[config.mk]
export PLATFORM = sky130hd
export DESIGN_NAME = chu_flat
export DESIGN_NICKNAME = d
export VERILOG_FILES = /design/src/rtl/chu_pkg.sv /design/src/rtl/chu_if.sv /design/src/rtl/chu_step.sv /design/src/rtl/chu.sv /design/src/flat_wrapper.sv
export SDC_FILE = /design/constraint.sdc
export NUM_CORES = 1
export LEC_CHECK = 0
export CAP_MARGIN = 20
export CORE_MARGIN = 2
export CORE_UTILIZATION = 35
export DETAILED_ROUTE_END_ITERATION = 6
export GPL_TIMING_DRIVEN = 0
export SYNTH_ARGS = -nofsm -noshare
export SYNTH_HDL_FRONTEND = slang
export SYNTH_SLANG_ARGS = --single-unit
[constraint.sdc]
create_clock -name clk -period 7 [get_ports clk]
set_input_delay 1.4 -clock clk [delete_from_list [all_inputs] [get_ports clk]]
set_output_delay 1.4 -clock clk [all_outputs]
set_load 0.02 [all_outputs]
[src/rtl/chu_pkg.sv]
// Shared definitions for the chu iterative divider: state encoding, iteration
// count, divide-by-zero quotient and a two's-complement negation helper.
package chu_pkg;

  localparam int DIV_WIDTH  = 32;
  localparam int DIV_CYCLES = DIV_WIDTH;

  localparam logic [DIV_WIDTH-1:0] DIV0_QUOT = {DIV_WIDTH{1'b1}};

  typedef enum logic [1:0] {
    ST_IDLE = 2'd0,
    ST_CALC = 2'd1,
    ST_FIX  = 2'd2
  } state_e;

  function automatic logic [DIV_WIDTH-1:0] twos_neg(input logic [DIV_WIDTH-1:0] x);
    return ~x + {{(DIV_WIDTH-1){1'b0}}, 1'b1};
  endfunction

endpackage

[src/rtl/chu_if.sv]
// Start/busy/done handshake bundle between the multiply/divide control and chu.
interface chu_if #(
  parameter int WIDTH = 32
);

  logic             start;
  logic             is_signed;
  logic [WIDTH-1:0] a;
  logic [WIDTH-1:0] b;
  logic             busy;
  logic             done;
  logic [WIDTH-1:0] q;
  logic [WIDTH-1:0] r;

  modport master (
    output start, is_signed, a, b,
    input  busy, done, q, r
  );

  modport slave (
    input  start, is_signed, a, b,
    output busy, done, q, r
  );

endinterface

[src/rtl/chu_step.sv]
// One restoring division iteration on unsigned magnitudes, MSB first.
module chu_step #(
  parameter int WIDTH = 32
) (
  input  logic [WIDTH-1:0] rem_i,
  input  logic [WIDTH-1:0] dvd_i,
  input  logic [WIDTH-1:0] dvs_i,
  output logic [WIDTH-1:0] rem_o,
  output logic [WIDTH-1:0] dvd_o,
  output logic             qbit_o
);

  logic [WIDTH:0] shifted_s;
  logic [WIDTH:0] diff_s;

  // While rem < divisor the trial result lies in (-2^WIDTH, 2^WIDTH), so
  // WIDTH+1 bits hold it and the top bit is the sign. With a zero divisor the
  // remainder only ever holds a prefix of the dividend, so the sign stays clear.
  assign shifted_s = {rem_i, dvd_i[WIDTH-1]};
  assign diff_s    = shifted_s - {1'b0, dvs_i};
  assign qbit_o    = ~diff_s[WIDTH];
  assign rem_o     = qbit_o ? diff_s[WIDTH-1:0] : shifted_s[WIDTH-1:0];
  assign dvd_o     = {dvd_i[WIDTH-2:0], qbit_o};

endmodule

[src/rtl/chu.sv]
// Multi-cycle restoring divider (quotient -> LO, remainder -> HI) with a
// fixed WIDTH+1 cycle latency, signed or unsigned.
module chu
  import chu_pkg::*;
#(
  parameter int WIDTH = DIV_WIDTH
) (
  input logic  clk,
  input logic  reset,
  chu_if.slave bus
);

  localparam int CNT_W = $clog2(DIV_CYCLES + 1);
  localparam logic [CNT_W-1:0] LAST_STEP = CNT_W'(DIV_CYCLES - 1);

  state_e           state_q;
  logic [CNT_W-1:0] cnt_q;
  logic             sign_a_q;
  logic             sign_b_q;
  logic [WIDTH-1:0] rem_q;
  logic [WIDTH-1:0] dvd_q;
  logic [WIDTH-1:0] dvs_q;
  logic [WIDTH-1:0] quot_q;
  logic [WIDTH-1:0] rmdr_q;
  logic             busy_q;
  logic             done_q;

  logic             sign_a_d;
  logic             sign_b_d;
  logic [WIDTH-1:0] mag_a_d;
  logic [WIDTH-1:0] mag_b_d;
  logic [WIDTH-1:0] rem_step_d;
  logic [WIDTH-1:0] dvd_step_d;
  logic             qbit_d;
  logic [WIDTH-1:0] quot_fix_d;
  logic [WIDTH-1:0] rmdr_fix_d;

  // Operand signs and magnitudes at capture; |most-negative| fits unsigned.
  always_comb begin
    sign_a_d = bus.is_signed & bus.a[WIDTH-1];
    sign_b_d = bus.is_signed & bus.b[WIDTH-1];
    if (sign_a_d) begin
      mag_a_d = twos_neg(bus.a);
    end else begin
      mag_a_d = bus.a;
    end
    if (sign_b_d) begin
      mag_b_d = twos_neg(bus.b);
    end else begin
      mag_b_d = bus.b;
    end
  end

  chu_step #(
    .WIDTH (WIDTH)
  ) u_step (
    .rem_i  (rem_q),
    .dvd_i  (dvd_q),
    .dvs_i  (dvs_q),
    .rem_o  (rem_step_d),
    .dvd_o  (dvd_step_d),
    .qbit_o (qbit_d)
  );

  // Sign correction of the magnitude result; zero divisor forces all-ones.
  always_comb begin
    if (dvs_q == {WIDTH{1'b0}}) begin
      quot_fix_d = DIV0_QUOT;
    end else if (sign_a_q ^ sign_b_q) begin
      quot_fix_d = twos_neg(dvd_q);
    end else begin
      quot_fix_d = dvd_q;
    end
    if (sign_a_q) begin
      rmdr_fix_d = twos_neg(rem_q);
    end else begin
      rmdr_fix_d = rem_q;
    end
  end

  // Control FSM with iteration counter, operand registers and result registers.
  always_ff @(posedge clk or posedge reset) begin
    if (reset) begin
      state_q  <= ST_IDLE;
      cnt_q    <= {CNT_W{1'b0}};
      sign_a_q <= 1'b0;
      sign_b_q <= 1'b0;
      rem_q    <= {WIDTH{1'b0}};
      dvd_q    <= {WIDTH{1'b0}};
      dvs_q    <= {WIDTH{1'b0}};
      quot_q   <= {WIDTH{1'b0}};
      rmdr_q   <= {WIDTH{1'b0}};
      busy_q   <= 1'b0;
      done_q   <= 1'b0;
    end else begin
      case (state_q)
        ST_IDLE: begin
          done_q <= 1'b0;
          if (bus.start) begin
            sign_a_q <= sign_a_d;
            sign_b_q <= sign_b_d;
            dvd_q    <= mag_a_d;
            dvs_q    <= mag_b_d;
            rem_q    <= {WIDTH{1'b0}};
            cnt_q    <= {CNT_W{1'b0}};
            busy_q   <= 1'b1;
            state_q  <= ST_CALC;
          end
        end
        ST_CALC: begin
          rem_q <= rem_step_d;
          dvd_q <= dvd_step_d;
          cnt_q <= cnt_q + {{(CNT_W-1){1'b0}}, 1'b1};
          if (cnt_q == LAST_STEP) begin
            state_q <= ST_FIX;
          end
        end
        ST_FIX: begin
          quot_q  <= quot_fix_d;
          rmdr_q  <= rmdr_fix_d;
          done_q  <= 1'b1;
          busy_q  <= 1'b0;
          state_q <= ST_IDLE;
        end
        default: begin
          busy_q  <= 1'b0;
          done_q  <= 1'b0;
          state_q <= ST_IDLE;
        end
      endcase
    end
  end

  assign bus.busy = busy_q;
  assign bus.done = done_q;
  assign bus.q    = quot_q;
  assign bus.r    = rmdr_q;

endmodule

[src/flat_wrapper.sv]
// flat-port wrapper written by rule: the top's interface ports become plain ports
module chu_flat import chu_pkg::*;
#(
  parameter int WIDTH = DIV_WIDTH
)
  (clk, reset, bus_start, bus_is_signed, bus_a, bus_b, bus_busy, bus_done, bus_q, bus_r);
  chu_if #(.WIDTH(WIDTH)) bus_i ();
  input logic clk;
  input logic reset;
  input wire logic [$bits(bus_i.start)-1:0] bus_start;
  input wire logic [$bits(bus_i.is_signed)-1:0] bus_is_signed;
  input wire logic [$bits(bus_i.a)-1:0] bus_a;
  input wire logic [$bits(bus_i.b)-1:0] bus_b;
  output wire logic [$bits(bus_i.busy)-1:0] bus_busy;
  output wire logic [$bits(bus_i.done)-1:0] bus_done;
  output wire logic [$bits(bus_i.q)-1:0] bus_q;
  output wire logic [$bits(bus_i.r)-1:0] bus_r;
  assign bus_i.start = bus_start;
  assign bus_i.is_signed = bus_is_signed;
  assign bus_i.a = bus_a;
  assign bus_i.b = bus_b;
  assign bus_busy = bus_i.busy;
  assign bus_done = bus_i.done;
  assign bus_q = bus_i.q;
  assign bus_r = bus_i.r;
  chu #(.WIDTH(WIDTH)) u_core (.clk(clk), .reset(reset), .bus(bus_i));
endmodule
==> run_results.csv <==
group,metric,value,unit
yosys,synth_seq_cells,172,
final_layout,fin_area,0.0138,mm2
pwr,clkPwrFrac,0.147,
final_layout,seqCellArea,0.00430,mm2
yosys,synth_edf_count,0,
detailed_routing,vias_per_cell,5.43,
detailed_routing,drtIter0Drc,797,
critical_path,cp-endpoint,"u_core.dvd_q[30]$_DFFE_PP0P_",
floorplanning,dieArea,0.0339,mm2
placed_design,dp_hpwl,27100,um
grt,grt_first_pass_wirelength,54800,um
floorplanning,die_y,184,um
detailed_routing,drt_first_pass_iters,5,
floorplanning,core_area,0.0317,mm2
yosys,yosysTopAreaCellShare,0.379,
critical_path,cp_top_family,"simple AND/OR/NAND/NOR gates",
final_layout,area_delta_synth_final,21.8,%
final_layout,multiInputGateArea,0.00648,mm2
clock_network,holdBufCountCts,0,
flow_run,cap_violations,0,
yosys,synth_cell_types,76,
yosys,synth_top_cell_by_area,"dfrtp_1",
critical_path,end_kind,"register",
min_path,min-delay-start,"u_core.bus.r[10]$_DFFE_PP0P_",
critical_path,reg2reg_from,"u_core.dvs_q[0]$_DFFE_PP0P_",
critical_path,r2r-end,"u_core.rem_q[21]$_DFFE_PP0P_",
yosys,ys_async_sr_fraction,1.00,
timing,fmaxAchievable,240,MHz
final_layout,drive_above_1_share,0.0413,
yosys,synth_area,0.0113,mm2
critical_path,critPathLaunch,"bus_a[4]",
pwr,p_comb_frac,0.582,
yosys,syn_area_per_cell,8.35,um2
yosys,synth_flop_cell,"dfrtp_1",
final_layout,antenna_cells,0,
detailed_routing,wire_per_inst,17.8,um
final_layout,post-route-util,0.436,
pwr,switching_share,0.475,
clock_network,cts.repair.resized,0,
critical_path,crit_slowest_cell,"nor4_1",
critical_path,rrSetupSlack,3.13,ns
timing,drv_slew,0,
pwr,leakage,5.68,nW
clock_network,postCtsSetupRepairBufs,0,
critical_path,crit_path_max_fanout,6,
timing,relSlewSlack,0.376,
final_layout,fin_nets,1617,
timing,layout_min_cycle_time,4.17,ns
timing,tightest_slew,0.928,ns
floorplanning,rows,65,
timing,rsz0062_at_grt,"false",
grt,first_global_vias,10100,
clock_network,cts_root_buf,"clkbuf_16",
placed_design,globalplace.congestion,0.904,
detailed_routing,num_vias,10500,
clock_network,insertion_delay,0.45,ns
yosys,syn_nets,1465,
clock_network,htree_levels,4,
grt,antenna_found_initial,0,
yosys,synth_area_leaders,"dfrtp_1 38%, o21ai_0 6.0%, nand2_1 5.8%",
floorplanning,ios,134,
critical_path,worst-path-buf-inv,1,
timing,whs,0.478,ns
floorplanning,die_w,184,um
clock_network,clock_sinks,172,
timing,final.period_utilization,0.596,
critical_path,crit_chain,"clkdlybuf4s50_1 > or4_1 > nor4_1 > nand4_1 > nor2_1 > and3b_1 > a31oi_1 > xnor2_1 > o21ai_1",
status,status,"finished, final reports clean",
min_path,hold_class,"reg -> reg",
pwr,seq_power_share,0.271,
placed_design,portBuffers,132,
pwr,p_sw,0.00328,W
grt,grt_usage,0.206,
detailed_routing,routed_wl,34300,um
clock_network,numCtsBuffers,17,
placed_design,place_area,0.0132,mm2
timing,clock-skew-final,0.0116,ns
grt,grt_max_degree,107,
detailed_routing,drcViolationCount,0,
critical_path,cp_num_cells,9,
timing,setup-tns-final,0,ns
timing,finalSetupViolCount,0,
critical_path,critical_path_class,"in -> reg",
detailed_routing,final_antenna_net_count,0,
pwr,power_density,499,mW/mm2
timing,hold_violations,0,
clock_network,clk_path_buf_depth,2,
critical_path,critPathLaunchType,"input pin",
floorplanning,initial_core_util,0.358,
pwr,vdd_drop_max,0.243,mV
grt,grt_remaining_overflow,0,
pwr,internal-power,0.00362,W
critical_path,crit_path_max_incr_delay,0.73,ns
yosys,ys_seq_area_frac,0.379,
clock_network,cts_tree,"done",
critical_path,cp.arrival,4.49,ns
yosys,ys_warn_count,0,
critical_path,cp.required,7.31,ns
yosys,synthCells,1359,
clock_network,path_clk_slew,0.07,ns
critical_path,worstRegToRegCells,12,
final_layout,fillers,3131,
## worst min-delay path by stage
stage / end / slack (ns) / depth (start not counted)
floorplan: u_core.cnt_q[5]$_DFFE_PP0P_ / 0.45 / 1
global placement: u_core.bus.r[1]$_DFFE_PP0P_ / 0.47 / 2
detailed placement: u_core.bus.r[14]$_DFFE_PP0P_ / 0.47 / 2
CTS: u_core.cnt_q[5]$_DFFE_PP0P_ / 0.48 / 1
global route: u_core.bus.r[10]$_DFFE_PP0P_ / 0.51 / 2
finish: u_core.bus.r[10]$_DFFE_PP0P_ / 0.48 / 2
## tightest hold or removal path: stages, from the launching register on
cell	delay (ns)
dfrtp_1	0.34
nand2_1	0.04
o21ai_0	0.06
## cell families (layout without fill, tap and decap cells)
logic type	count (synthesis)	in the layout	share of synthesized area
compound gates	426	426	0.234
xor+xnor	139	139	0.107
fa+ha+maj	38	38	0.0426
buf+inv	140	305	0.0492
flops	172	172	0.379
mux	3	3	0.00276
simple gates	441	441	0.185
## sequential cells by signal (all words and copies together), names as in the netlist, 2 cells and up
signal / count
u_core.rem_q: 32
u_core.bus.r: 32
u_core.bus.q: 32
u_core.state_q: 2
u_core.dvs_q: 32
u_core.dvd_q: 32
u_core.cnt_q: 6
## final cells by class
class / count / share of cell area
inverter: 63 / 0.0177
buffer: 77 / 0.0233
tap: 402 / 0.0364
multi-input combinational: 1047 / 0.469
timing repair buffer: 133 / 0.0976
clock buffer: 20 / 0.0330
sequential: 172 / 0.311
clock inverter: 12 / 0.0117
## stage by stage
step / total power (W) / std cells / setup WS [ns]
2_1_floorplan: 0.00469 / 1359 / 0.940
3_3_place_gp: 0.00576 / 1893 / -1.46
3_5_place_dp: 0.00583 / 1894 / 2.43
4_1_cts: 0.00686 / 1926 / 2.87
5_1_grt: 0.00748 / 1926 / 2.62
6_report: 0.00690 / 1926 / 2.83
## synthesized netlist by cell type, types with 9 or more instances
cell	instances
o41ai_1	9
o22ai_1	13
ha_1	37
o211ai_1	12
nor2_1	106
a221o_1	12
nor3_1	18
a31oi_1	13
a21oi_1	111
nor4_1	21
o221ai_1	12
clkbuf_1	65
nand2_1	176
and2_1	9
a21o_1	18
o31ai_1	17
xor2_1	71
or3_1	12
inv_1	62
o21ai_0	137
or4_1	9
xnor2_1	68
dfrtp_1	172
nand4_1	17
a22oi_1	24
nand3_1	22
## layer usage
metal	up-vias	routed length, um	global-route usage
met1	4933	17000	0.301
met2	325	14700	0.311
met3	48	1900	0.0317
met4	0	772	0.0672
li1	5154	-	-
met5	-	0	0
## cells in the final DEF (no fill, tap or decap), types with 7 or more instances in the layout
master	Yosys	layout
nand2_1	176	176
o221ai_1	12	12
xnor2_1	68	68
nand2b_1	8	8
clkbuf_1	65	66
dfrtp_1	172	172
clkbuf_16	0	17
and3_1	8	8
a21o_1	18	18
nor2b_1	8	8
or4_1	9	9
a22oi_1	24	24
o21ai_1	7	7
and2_1	9	9
a221o_1	12	12
xor2_1	71	71
o22ai_1	13	13
ha_1	37	37
a31oi_1	13	13
o21ai_0	137	137
nand3_1	22	22
clkdlybuf4s50_1	0	132
a21oi_1	111	111
nand4_1	17	17
nor4_1	21	21
o31ai_1	17	17
inv_1	62	61
or3_1	12	12
nor3_1	18	18
o41ai_1	9	9
o211ai_1	12	12
nor2_1	106	106
## power groups by stage
stage               Sequential, W  Combinational, W  Clock, W
CTS                       0.00185           0.00398   0.00103
global route              0.00192           0.00449   0.00107
floorplan                 0.00175           0.00295         0
detailed placement        0.00187           0.00396         0
global placement          0.00186           0.00391         0
finish                    0.00187           0.00401   0.00102
(Power assumes the default switching activity.)
